[src/rtl/cs_arb_pkg.sv]
// cs_arb_pkg: shared constants, state type and helper for cs_arbiter.
// Used by cs_arbiter_if, rr_pick and cs_arbiter via import cs_arb_pkg::*.
package cs_arb_pkg;

    localparam int NUM_REQ = 8;
    localparam int SEL_W   = 3;

    // 74x138 enables {G2B, G2A, G1}: only G1 high enables the decoder.
    localparam logic [2:0] G_ENABLE  = 3'b001;
    localparam logic [2:0] G_DISABLE = 3'b000;

    typedef enum logic [1:0] {
        IDLE,
        GRANT,
        GUARD
    } cs_state_t;

    // Decoder output pattern for a given select.
    function automatic logic [NUM_REQ-1:0] sel_onehot(
        input logic [SEL_W-1:0] sel
    );
        return NUM_REQ'(1) << sel;
    endfunction

endpackage

[src/rtl/cs_arbiter_if.sv]
// cs_arbiter_if: requester-side bus of the chip-select arbiter.
// Ports: req (requests), s/g (decoder select/enables), gnt, busy, timeout.
// master = requester side (drives req), slave = arbiter side.
interface cs_arbiter_if;
    import cs_arb_pkg::*;

    logic [NUM_REQ-1:0] req;
    logic [SEL_W-1:0]   s;
    logic [2:0]         g;
    logic [NUM_REQ-1:0] gnt;
    logic               busy;
    logic               timeout;

    modport master (
        output req,
        input  s,
        input  g,
        input  gnt,
        input  busy,
        input  timeout
    );

    modport slave (
        input  req,
        output s,
        output g,
        output gnt,
        output busy,
        output timeout
    );

endinterface

[src/rtl/cs_arbiter_rr_pick.sv]
// rr_pick: combinational round-robin picker for cs_arbiter.
// Ports: req/last in; idx = first set req after last (mod 8), any = |req.
module rr_pick
    import cs_arb_pkg::*;
(
    input  logic [NUM_REQ-1:0] req,
    input  logic [SEL_W-1:0]   last,
    output logic [SEL_W-1:0]   idx,
    output logic               any
);

    logic [SEL_W-1:0] cand;
    logic             found;

    // Candidates last+1 .. last+8; the 3-bit add wraps, so the
    // previous owner is tried last.
    always_comb begin
        idx   = '0;
        found = 1'b0;
        cand  = '0;
        for (int k = 1; k <= NUM_REQ; k++) begin
            cand = last + SEL_W'(k);
            if (!found && req[cand]) begin
                idx   = cand;
                found = 1'b1;
            end
        end
    end

    assign any = |req;

endmodule

[src/rtl/cs_arbiter.sv]
// cs_arbiter: round-robin owner of a shared 74x138 chip-select decoder.
// Ports: clk, rst (async, active high), bus (cs_arbiter_if.slave).
// Params: GUARD_CYC guard cycles (1..15), MAX_HOLD grant limit (2..255).
// Optional preemption enabled by defining CS_ARB_TIMEOUT_EN.
module cs_arbiter
    import cs_arb_pkg::*;
#(
    parameter int GUARD_CYC = 1,
    parameter int MAX_HOLD  = 16
) (
    input  logic         clk,
    input  logic         rst,
    cs_arbiter_if.slave  bus
);

    cs_state_t          state_q;
    logic [SEL_W-1:0]   s_q;
    logic [2:0]         g_q;
    logic [NUM_REQ-1:0] gnt_q;
    logic               busy_q;
    logic               to_q;
    logic [SEL_W-1:0]   last_q;
    logic [3:0]         gcnt_q;

    logic [SEL_W-1:0]   pick_idx;
    logic               pick_any;
    logic               preempt;

    rr_pick u_pick (
        .req  (bus.req),
        .last (last_q),
        .idx  (pick_idx),
        .any  (pick_any)
    );

`ifdef CS_ARB_TIMEOUT_EN
    logic [7:0] hold_q;
    logic       others;

    // Any request other than the owner's; gnt_q is one-hot in GRANT.
    assign others  = |(bus.req & ~gnt_q);
    assign preempt = (hold_q == 8'(MAX_HOLD - 1)) && others;

    // Zero outside GRANT, so every entry into GRANT starts at 0.
    always_ff @(posedge clk or posedge rst) begin
        if (rst) begin
            hold_q <= '0;
        end else if (state_q != GRANT) begin
            hold_q <= '0;
        end else begin
            hold_q <= hold_q + 8'd1;
        end
    end
`else
    localparam int unused_max_hold = MAX_HOLD;

    assign preempt = 1'b0;
`endif

    // GUARD lasts GUARD_CYC guard cycles plus one arbitration cycle,
    // so the decoder stays off for GUARD_CYC+1 cycles between owners.
    always_ff @(posedge clk or posedge rst) begin
        if (rst) begin
            state_q <= IDLE;
            s_q     <= '0;
            g_q     <= G_DISABLE;
            gnt_q   <= '0;
            busy_q  <= 1'b0;
            to_q    <= 1'b0;
            last_q  <= 3'd7;
            gcnt_q  <= '0;
        end else begin
            to_q <= 1'b0;
            unique case (state_q)
                IDLE: begin
                    if (pick_any) begin
                        state_q <= GRANT;
                        s_q     <= pick_idx;
                        g_q     <= G_ENABLE;
                        gnt_q   <= sel_onehot(pick_idx);
                        busy_q  <= 1'b1;
                        last_q  <= pick_idx;
                    end
                end
                GRANT: begin
                    if (!bus.req[s_q] || preempt) begin
                        state_q <= GUARD;
                        g_q     <= G_DISABLE;
                        gnt_q   <= '0;
                        gcnt_q  <= '0;
                        to_q    <= bus.req[s_q];
                    end
                end
                GUARD: begin
                    if (gcnt_q == 4'(GUARD_CYC)) begin
                        if (pick_any) begin
                            state_q <= GRANT;
                            s_q     <= pick_idx;
                            g_q     <= G_ENABLE;
                            gnt_q   <= sel_onehot(pick_idx);
                            last_q  <= pick_idx;
                        end else begin
                            state_q <= IDLE;
                            busy_q  <= 1'b0;
                        end
                    end else begin
                        gcnt_q <= gcnt_q + 4'd1;
                    end
                end
                default: begin
                    state_q <= IDLE;
                end
            endcase
        end
    end

    assign bus.s       = s_q;
    assign bus.g       = g_q;
    assign bus.gnt     = gnt_q;
    assign bus.busy    = busy_q;
    assign bus.timeout = to_q;

endmodule

[src/flat_wrapper.sv]
// flat-port wrapper written by rule: the top's interface ports become plain ports
module cs_arbiter_flat import cs_arb_pkg::*;
#(
    parameter int GUARD_CYC = 1,
    parameter int MAX_HOLD  = 16
)
  (clk, rst, bus_req, bus_s, bus_g, bus_gnt, bus_busy, bus_timeout);
  cs_arbiter_if bus_i ();
  input  logic clk;
  input  logic rst;
  input wire logic [$bits(bus_i.req)-1:0] bus_req;
  output wire logic [$bits(bus_i.s)-1:0] bus_s;
  output wire logic [$bits(bus_i.g)-1:0] bus_g;
  output wire logic [$bits(bus_i.gnt)-1:0] bus_gnt;
  output wire logic [$bits(bus_i.busy)-1:0] bus_busy;
  output wire logic [$bits(bus_i.timeout)-1:0] bus_timeout;
  assign bus_i.req = bus_req;
  assign bus_s = bus_i.s;
  assign bus_g = bus_i.g;
  assign bus_gnt = bus_i.gnt;
  assign bus_busy = bus_i.busy;
  assign bus_timeout = bus_i.timeout;
  cs_arbiter #(.GUARD_CYC(GUARD_CYC), .MAX_HOLD(MAX_HOLD)) u_core (.clk(clk), .rst(rst), .bus(bus_i));
endmodule
[config.mk]
export PLATFORM = sky130hd
export DESIGN_NAME = cs_arbiter_flat
export DESIGN_NICKNAME = d
export VERILOG_FILES = /design/src/rtl/cs_arb_pkg.sv /design/src/rtl/cs_arbiter_if.sv /design/src/rtl/cs_arbiter_rr_pick.sv /design/src/rtl/cs_arbiter.sv /design/src/flat_wrapper.sv
export SDC_FILE = /design/constraint.sdc
export NUM_CORES = 1
export LEC_CHECK = 0
export BUFFER_PORTS_ARGS = -buffer_cell sky130_fd_sc_hd__buf_2
export CAP_MARGIN = 20
export CELL_PAD_IN_SITES_DETAIL_PLACEMENT = 0
export CELL_PAD_IN_SITES_GLOBAL_PLACEMENT = 1
export CORE_ASPECT_RATIO = 1.2
export CORE_MARGIN = 2
export CORE_UTILIZATION = 48
export CTS_BUF_LIST = sky130_fd_sc_hd__clkbuf_4 sky130_fd_sc_hd__clkbuf_8
export CTS_CLUSTER_DIAMETER = 200
export DETAILED_ROUTE_END_ITERATION = 16
export PLACE_DENSITY_LB_ADDON = 0.1
export SLEW_MARGIN = 20
export SYNTH_ARGS = -nofsm -noshare
export SYNTH_HDL_FRONTEND = slang
export SYNTH_SLANG_ARGS = --single-unit
[constraint.sdc]
create_clock -name clk -period 5.19 [get_ports clk]
set_clock_uncertainty 0.2 [all_clocks]
set_input_delay 1.2975 -clock clk [delete_from_list [all_inputs] [get_ports clk]]
set_output_delay 1.2975 -clock clk [all_outputs]
set_load 0.03 [all_outputs]
-- Yosys cells after proc, flatten, opt, wreduce, memory -nomap -nowiden
Cells that the tools add are included.
- shift-type cells: 1
- multiplexer cells: 59
- add/sub/neg operators: 8
- eq/ne operators: 8
- reductions and logical operators: 24
- magnitude comparators: 9
- operators with widths (cell ; number):
    $mux W3 ; 15
    $lt A3 B4 Y1 const B ; 9
    $bmux W1 S3 ; 9
    $mux W8 ; 3
    $pmux W8 S3 ; 1
    $mux W1 ; 20
    $add A3 B3 Y3 const B ; 4
    $pmux W3 S2 ; 2
    $pmux W3 S3 ; 1
    $reduce_and A3 Y1 ; 3
    $mux W4 ; 2
    $pmux W4 S2 ; 1
    $reduce_or A8 Y1 ; 1
    $shl A1 B3 Y8 const A ; 1
    $logic_and A1 B1 Y1 ; 7
    $logic_not A1 Y1 ; 7
    $add A3 B2 Y3 const B ; 2
    $mux W2 ; 3
    $ne A2 B2 Y1 const B ; 3
    $pmux W2 S3 ; 1
    $add A4 B1 Y4 const B ; 1
    $eq A4 B1 Y1 const B ; 1
    $ne A2 B1 Y1 const B ; 2
    $reduce_and A4 Y1 ; 1
    8 further kinds ; 9
- bits in registers: 24
- output and inout bits: 16
- word-level logic and storage cells: 116
- bits of input ports: 10

-- Longest topological paths before layout
- depth after elaboration: 29
- mapped depth: 13
- gate-level depth less buffers: 9

-- Modules after synthesis
A second synthesis with hierarchy kept.
- cells, all modules: 234
- area total of the unflattened synthesis: 2245.9 um2
- by module, submodules not included (module ; area an instance (um2) ; cells each ; times used):
    cs_arbiter ; 1218.7 ; 122 ; 1
    rr_pick ; 1027.2 ; 112 ; 1

-- Worst setup path before layout
OpenSTA, ideal clock, no wires.
- path type: reg-to-reg
- start: register u_core.last_q[1]
- end: register u_core.gnt_q[2] (netlist: u_core.bus.gnt[2])
- stages on the path, launching flop included: 14
- period minus slack after synthesis: 3653 ps
- arrival time: 3343 ps
- setup time: 110 ps
- slack: 1537 ps
- path through: dfstp_2 buf_2 buf_2 inv_1 ha_1 buf_6 clkbuf_1 mux4_2 mux2i_2 o21ai_2 nor4_4 nand2_2 a31o_1 o41ai_1
- cells in the longest elaborated chain, start to end: 29
- elaborated cells on any way between the ends: 56
- classes of those cells: add/sub (7); shift (1); mux (34); reduce/logical (14)
- ends and longest elaborated chain (item ; line ; source):
    start: declaration ; cs_arbiter.sv:22 ; logic [SEL_W-1:0] last_q;
    start signal: assignment ; cs_arbiter.sv:82 ; last_q <= pick_idx;
    start signal: assignment ; cs_arbiter.sv:101 ; last_q <= pick_idx;
    $add A3 B1 Y3 ; cs_arbiter_rr_pick.sv:22 ; cand = last + SEL_W'(k);
    $bmux W1 S3 ; cs_arbiter_rr_pick.sv:23 ; if (!found && req[cand]) begin
    $mux W1 (implied by the code) ; cs_arbiter_rr_pick.sv:23 ;
    $mux W1 ; cs_arbiter_rr_pick.sv:23 ;
    $logic_not A1 Y1 ; cs_arbiter_rr_pick.sv:23 ;
    $logic_and A1 B1 Y1 ; cs_arbiter_rr_pick.sv:23 ;
    $mux W1 ; cs_arbiter_rr_pick.sv:23 ;
    $logic_not A1 Y1 ; cs_arbiter_rr_pick.sv:23 ;
    [... 13 more ...] ; -- ;
    $mux W1 ; cs_arbiter_rr_pick.sv:23 ;
    $logic_not A1 Y1 ; cs_arbiter_rr_pick.sv:23 ;
    $logic_and A1 B1 Y1 ; cs_arbiter_rr_pick.sv:23 ;
    $mux W3 (*) ; cs_arbiter_rr_pick.sv:23 ;
    $shl A1 B3 Y8 (*) ; cs_arb_pkg.sv:22 ; return NUM_REQ'(1) << sel;
    $mux W8 (*) ; cs_arbiter.sv:76, cs_arbiter.sv:96 ;
    $mux W8 ; cs_arbiter.sv:95 ; if (gcnt_q == 4'(GUARD_CYC)) begin
    $pmux W8 S3 (*) ; cs_arbiter.sv:74 ; unique case (state_q)
    end signal: assignment ; cs_arbiter.sv:80 ; gnt_q <= sel_onehot(pick_idx);
    end signal: assignment ; cs_arbiter.sv:100 ; gnt_q <= sel_onehot(pick_idx);
    end: declaration ; cs_arbiter.sv:19 ; logic [NUM_REQ-1:0] gnt_q;
Every way passes the cells marked *; elsewhere a longest branch is shown, timed or not. The select of a mux whose other input is x is not followed.
A chain may end at the register's enable or synchronous reset.

-- Worst setup path in the final report
- start: register u_core.last_q[0]
- end: register u_core.gnt_q[6] (netlist: u_core.bus.gnt[6])
The elaborated chain is that of the path after synthesis.

==> results.txt <==
Counting flops with an async set or reset pin after synthesis yields a share of 100%. Number of warning messages in the yosys log: 0. The worst path in the final design needs a cycle of 4.32 ns, including I/O delays and setup. The kind of start point of the critical path is a register. The via-per-instance ratio was 6.53; the instance area at placement was 0.00236 mm^2. The pin count of the biggest net entering global routing came out at 23. Each instance of the synthesized netlist takes up on average 9.96 um^2. The number of buffers added for setup after CTS came out at 0. The total overflow left after global routing is 0. TritonCTS built the clock tree. The worst hold path depth is 1, and the area added between synthesis and finish is 5.82%.

The clock net sink count was 22; the number of instances in the synthesized netlist was 231. The minimum setup slack among reg-to-reg paths is 0.87 ns, and the fmax is 0.232 GHz. Counting flops with a built-in enable in the synthesized netlist gives 0. After synthesis, the netlist uses 59 different library cells. Summed instance area of the synthesized netlist: 0.00230 mm^2. Class of the most critical setup path: register to register. Setup slack on the critical path of the routed design comes to 0.871 ns. The final layout contains 258 nets. For the number of buffers inserted during clock tree synthesis, the log shows 3. The run gives 0.00459 mm^2 as the placeable core area. After clock tree synthesis, the clock-pin slew on the worst setup and hold paths is 0.08 ns. The first detailed-routing pass ran for 4 iterations. Setup violations remaining at the end of the flow were counted as 0. The maximum clock path buffer count came out at 2. The initialized floorplan defines 27 standard-cell rows. Summing the sequential cell areas from Yosys gives 24.1% of the chip area. The logs give 0.00243 mm^2 for the final design area excluding fillers and 5670 um for the aggregate routed wire length.

The tools report the root buffer cell as sky130_fd_sc_hd__clkbuf_8. Hold timing on the final database bottoms out at a slack of 0.273 ns. In this run the critical register-to-register path is captured at u_core.bus.gnt[6]$_DFFE_PP0P_. DRC violation count after routing: 0. Type of the worst min-delay path: register to register.

The final antenna-violating net count was 0; the source-to-sink clock delay at the later pin of the worst-skew pair was 0.26 ns. The tools report the iteration-0 DRC count of the detailed router as 132. Summed over its instances, the top area cell type makes up 20.7% of the synthesized netlist area. Summed over all nets, the half-perimeter wirelength after detailed placement is 4230 um.

In this run the count of I/O pins placed on the die edge is 26. The port buffer count is 22, and the post-synthesis register bit count is 22. The final cycle utilization of the critical path is 83.2%. Number of H-tree levels: 1. For this run, the total global-route usage over all layers was measured as 22.8%. The worst register-to-register path begins at u_core.last_q[0]$_DFFE_PP1P_. Launch point of the critical path: u_core.last_q[0]$_DFFE_PP1P_. The transition time of the tightest slew-check pin was 0.837 ns.

For the final weighted congestion in routability-driven placement, the log shows 0.842. Number of pins exceeding their max-slew limit in the final report: 0. Following the worst setup path forward leads to its endpoint at u_core.bus.gnt[6]$_DFFE_PP0P_.

Across the run, the number of max-cap violations was 0. Ranked by total cell area, the synthesized netlist is headed by sky130_fd_sc_hd__dfrtp_1, sky130_fd_sc_hd__mux4_2, sky130_fd_sc_hd__mux2i_1. Cell type contributing the most total cell area after synthesis: sky130_fd_sc_hd__dfrtp_1. The largest driver fanout on the critical path works out to 20. Setup repair after global routing left no endpoint under its margin. For this design, the CTS-stage hold fixing added 0 buffers. The horizontal die dimension was 67.2 um; the number of gates given a new drive strength after cts was 0. The repair_antennas step left the layout with diodes totalling 0. For the final hold violation count, the log shows 0. The initial utilization of the core area, before any placement, comes to 50.1%. Commonest register cell after synthesis: sky130_fd_sc_hd__dfrtp_1. The flow ran to the end, and the final reports show no timing, DRC or antenna violations. Dividing the detail-routed wire length by the instance count gives 19.1 um.

Number of global-route vias before repair: 1909. In the final timing run, aggregate negative setup slack is 0 ns. The floorplan step defined a die boundary enclosing 0.00537 mm^2. The first global-routing pass estimated 9450 um of wire. The final route contains 1932 vias. Cells with a size suffix above 1 make up 26.9% of the layout.

In this run the tightest slew margin relative to its limit is 44.1%. At the worst endpoint, the required time is 5.14 ns. The die is 79.8 um tall. The cell count of the worst reg-to-reg path was 9; the worst slack at placement was 0.890 ns. The tools report the number of antenna violations at the first check in global routing as 0.

STA classifies the critical path endpoint as a register. The critical path arrival was 4.27 ns.
==> synthesized netlist by cell type (all sizes together), types with 7 or more instances <==
cell type  number
mux2i          15
a21oi           7
nor2           11
ha              9
dfrtp          19
o21ai           9
o41ai           9
mux2           12
nand2          19
buf            16
mux4           15
inv            15
==> worst max-delay path, stage by stage (launching register included) <==
cell and delay, ns:
sky130_fd_sc_hd__dfstp_2 0.82, sky130_fd_sc_hd__inv_2 0.18, sky130_fd_sc_hd__ha_1 0.73, sky130_fd_sc_hd__mux4_2 0.65, sky130_fd_sc_hd__mux2i_2 0.25, sky130_fd_sc_hd__o21ai_2 0.13, sky130_fd_sc_hd__a211o_1 0.30, sky130_fd_sc_hd__a211oi_2 0.46
sky130_fd_sc_hd__inv_2 0.12, sky130_fd_sc_hd__o41ai_1 0.35
==> how the worst min path moves through the flow <==
stage	to	slack [ns]	startpoint
5_1_grt	u_core.gcnt_q[3]$_DFFE_PP0P_	0.30	u_core.gcnt_q[3]$_DFFE_PP0P_
6_report	u_core.gcnt_q[3]$_DFFE_PP0P_	0.27	u_core.gcnt_q[3]$_DFFE_PP0P_
3_5_place_dp	u_core.bus.gnt[4]$_DFFE_PP0P_	0.26	u_core.bus.gnt[4]$_DFFE_PP0P_
4_1_cts	u_core.gcnt_q[3]$_DFFE_PP0P_	0.28	u_core.gcnt_q[3]$_DFFE_PP0P_
3_3_place_gp	u_core.bus.gnt[6]$_DFFE_PP0P_	0.25	u_core.bus.gnt[6]$_DFFE_PP0P_
2_1_floorplan	u_core.gcnt_q[3]$_DFFE_PP0P_	0.24	u_core.gcnt_q[3]$_DFFE_PP0P_
==> cells by family after synthesis <==
family,Yosys count,share of synthesized area (%)
buffers and inverters,36,7.99
adders and majority gates,9,4.89
other,1,0.163
AOI/OAI and AO/OA,62,20.9
muxes,42,28.1
xor gates and xnor gates,4,1.52
and+or+nand+nor,55,12.3
DFF,22,24.1
==> state kept, by name, summed over array words and instances (netlist names) <==
register	count
u_core.bus.gnt	8
u_core.bus.g	1
u_core.gcnt_q	4
u_core.last_q	3
u_core.bus.busy	1
u_core.bus.s	3
u_core.state_q	2
==> layout make-up <==
| class | count | area, um^2 |
|---|---|---|
| inverter | 15 | 56.3 |
| clock buffer | 3 | 41.3 |
| fill | 457 | 2160 |
| timing repair buffer | 22 | 110 |
| clock inverter | 1 | 30.0 |
| tap | 58 | 72.6 |
| multi-input combinational | 175 | 1570 |
| sequential | 22 | 554 |
==> through the flow <==
stage          util (%)  instances
3_3_place_gp       51.4        292
2_1_floorplan         -        233
3_5_place_dp       51.4        292
4_1_cts            53.0        296
5_1_grt            53.0        296
6_report           53.0        296
==> placed cells by master (no fill, tap or decap), types with 2 or more instances in the layout <==
| master | count |
|---|---|
| sky130_fd_sc_hd__a211oi_1 | 3 |
| sky130_fd_sc_hd__a211oi_2 | 2 |
| sky130_fd_sc_hd__a21o_1 | 2 |
| sky130_fd_sc_hd__a21oi_1 | 7 |
| sky130_fd_sc_hd__a221o_1 | 2 |
| sky130_fd_sc_hd__a22oi_1 | 2 |
| sky130_fd_sc_hd__a31oi_1 | 2 |
| sky130_fd_sc_hd__and2_1 | 2 |
| sky130_fd_sc_hd__buf_2 | 22 |
| sky130_fd_sc_hd__clkbuf_8 | 3 |
| sky130_fd_sc_hd__conb_1 | 3 |
| sky130_fd_sc_hd__dfrtp_1 | 19 |
| sky130_fd_sc_hd__dfstp_2 | 3 |
| sky130_fd_sc_hd__ha_1 | 9 |
| sky130_fd_sc_hd__inv_1 | 13 |
| sky130_fd_sc_hd__inv_2 | 2 |
| sky130_fd_sc_hd__mux2_1 | 4 |
| sky130_fd_sc_hd__mux2_2 | 7 |
| sky130_fd_sc_hd__mux2i_1 | 12 |
| sky130_fd_sc_hd__mux2i_2 | 2 |
| sky130_fd_sc_hd__mux4_2 | 15 |
| sky130_fd_sc_hd__nand2_1 | 18 |
| sky130_fd_sc_hd__nand2b_1 | 2 |
| sky130_fd_sc_hd__nand3_1 | 5 |
| sky130_fd_sc_hd__nand3b_1 | 2 |
| sky130_fd_sc_hd__nor2_1 | 10 |
| sky130_fd_sc_hd__nor2b_1 | 2 |
| sky130_fd_sc_hd__nor3_1 | 4 |
| sky130_fd_sc_hd__nor3b_1 | 2 |
| sky130_fd_sc_hd__nor4_1 | 4 |
| sky130_fd_sc_hd__o211a_1 | 3 |
| sky130_fd_sc_hd__o211ai_1 | 4 |
| sky130_fd_sc_hd__o21a_1 | 2 |
| sky130_fd_sc_hd__o21ai_0 | 7 |
| sky130_fd_sc_hd__o221ai_1 | 2 |
| sky130_fd_sc_hd__o31ai_1 | 5 |
| sky130_fd_sc_hd__o41ai_1 | 9 |
| sky130_fd_sc_hd__xnor2_1 | 2 |
| sky130_fd_sc_hd__xor2_1 | 2 |
==> layer usage <==
layer / global-route usage, % / vias up / share of wire [%]
li1: - / 902 / -
met1: 29.6 / 982 / 43
met2: 39.4 / 39 / 52
met3: 1.69 / 9 / 2.4
met4: 7.35 / 0 / 1.9
met5: 0 / - / 0
Power is left out: the tool's default activity adds up to more than one toggle a clock period on the data nets, which glitch-free logic cannot reach.
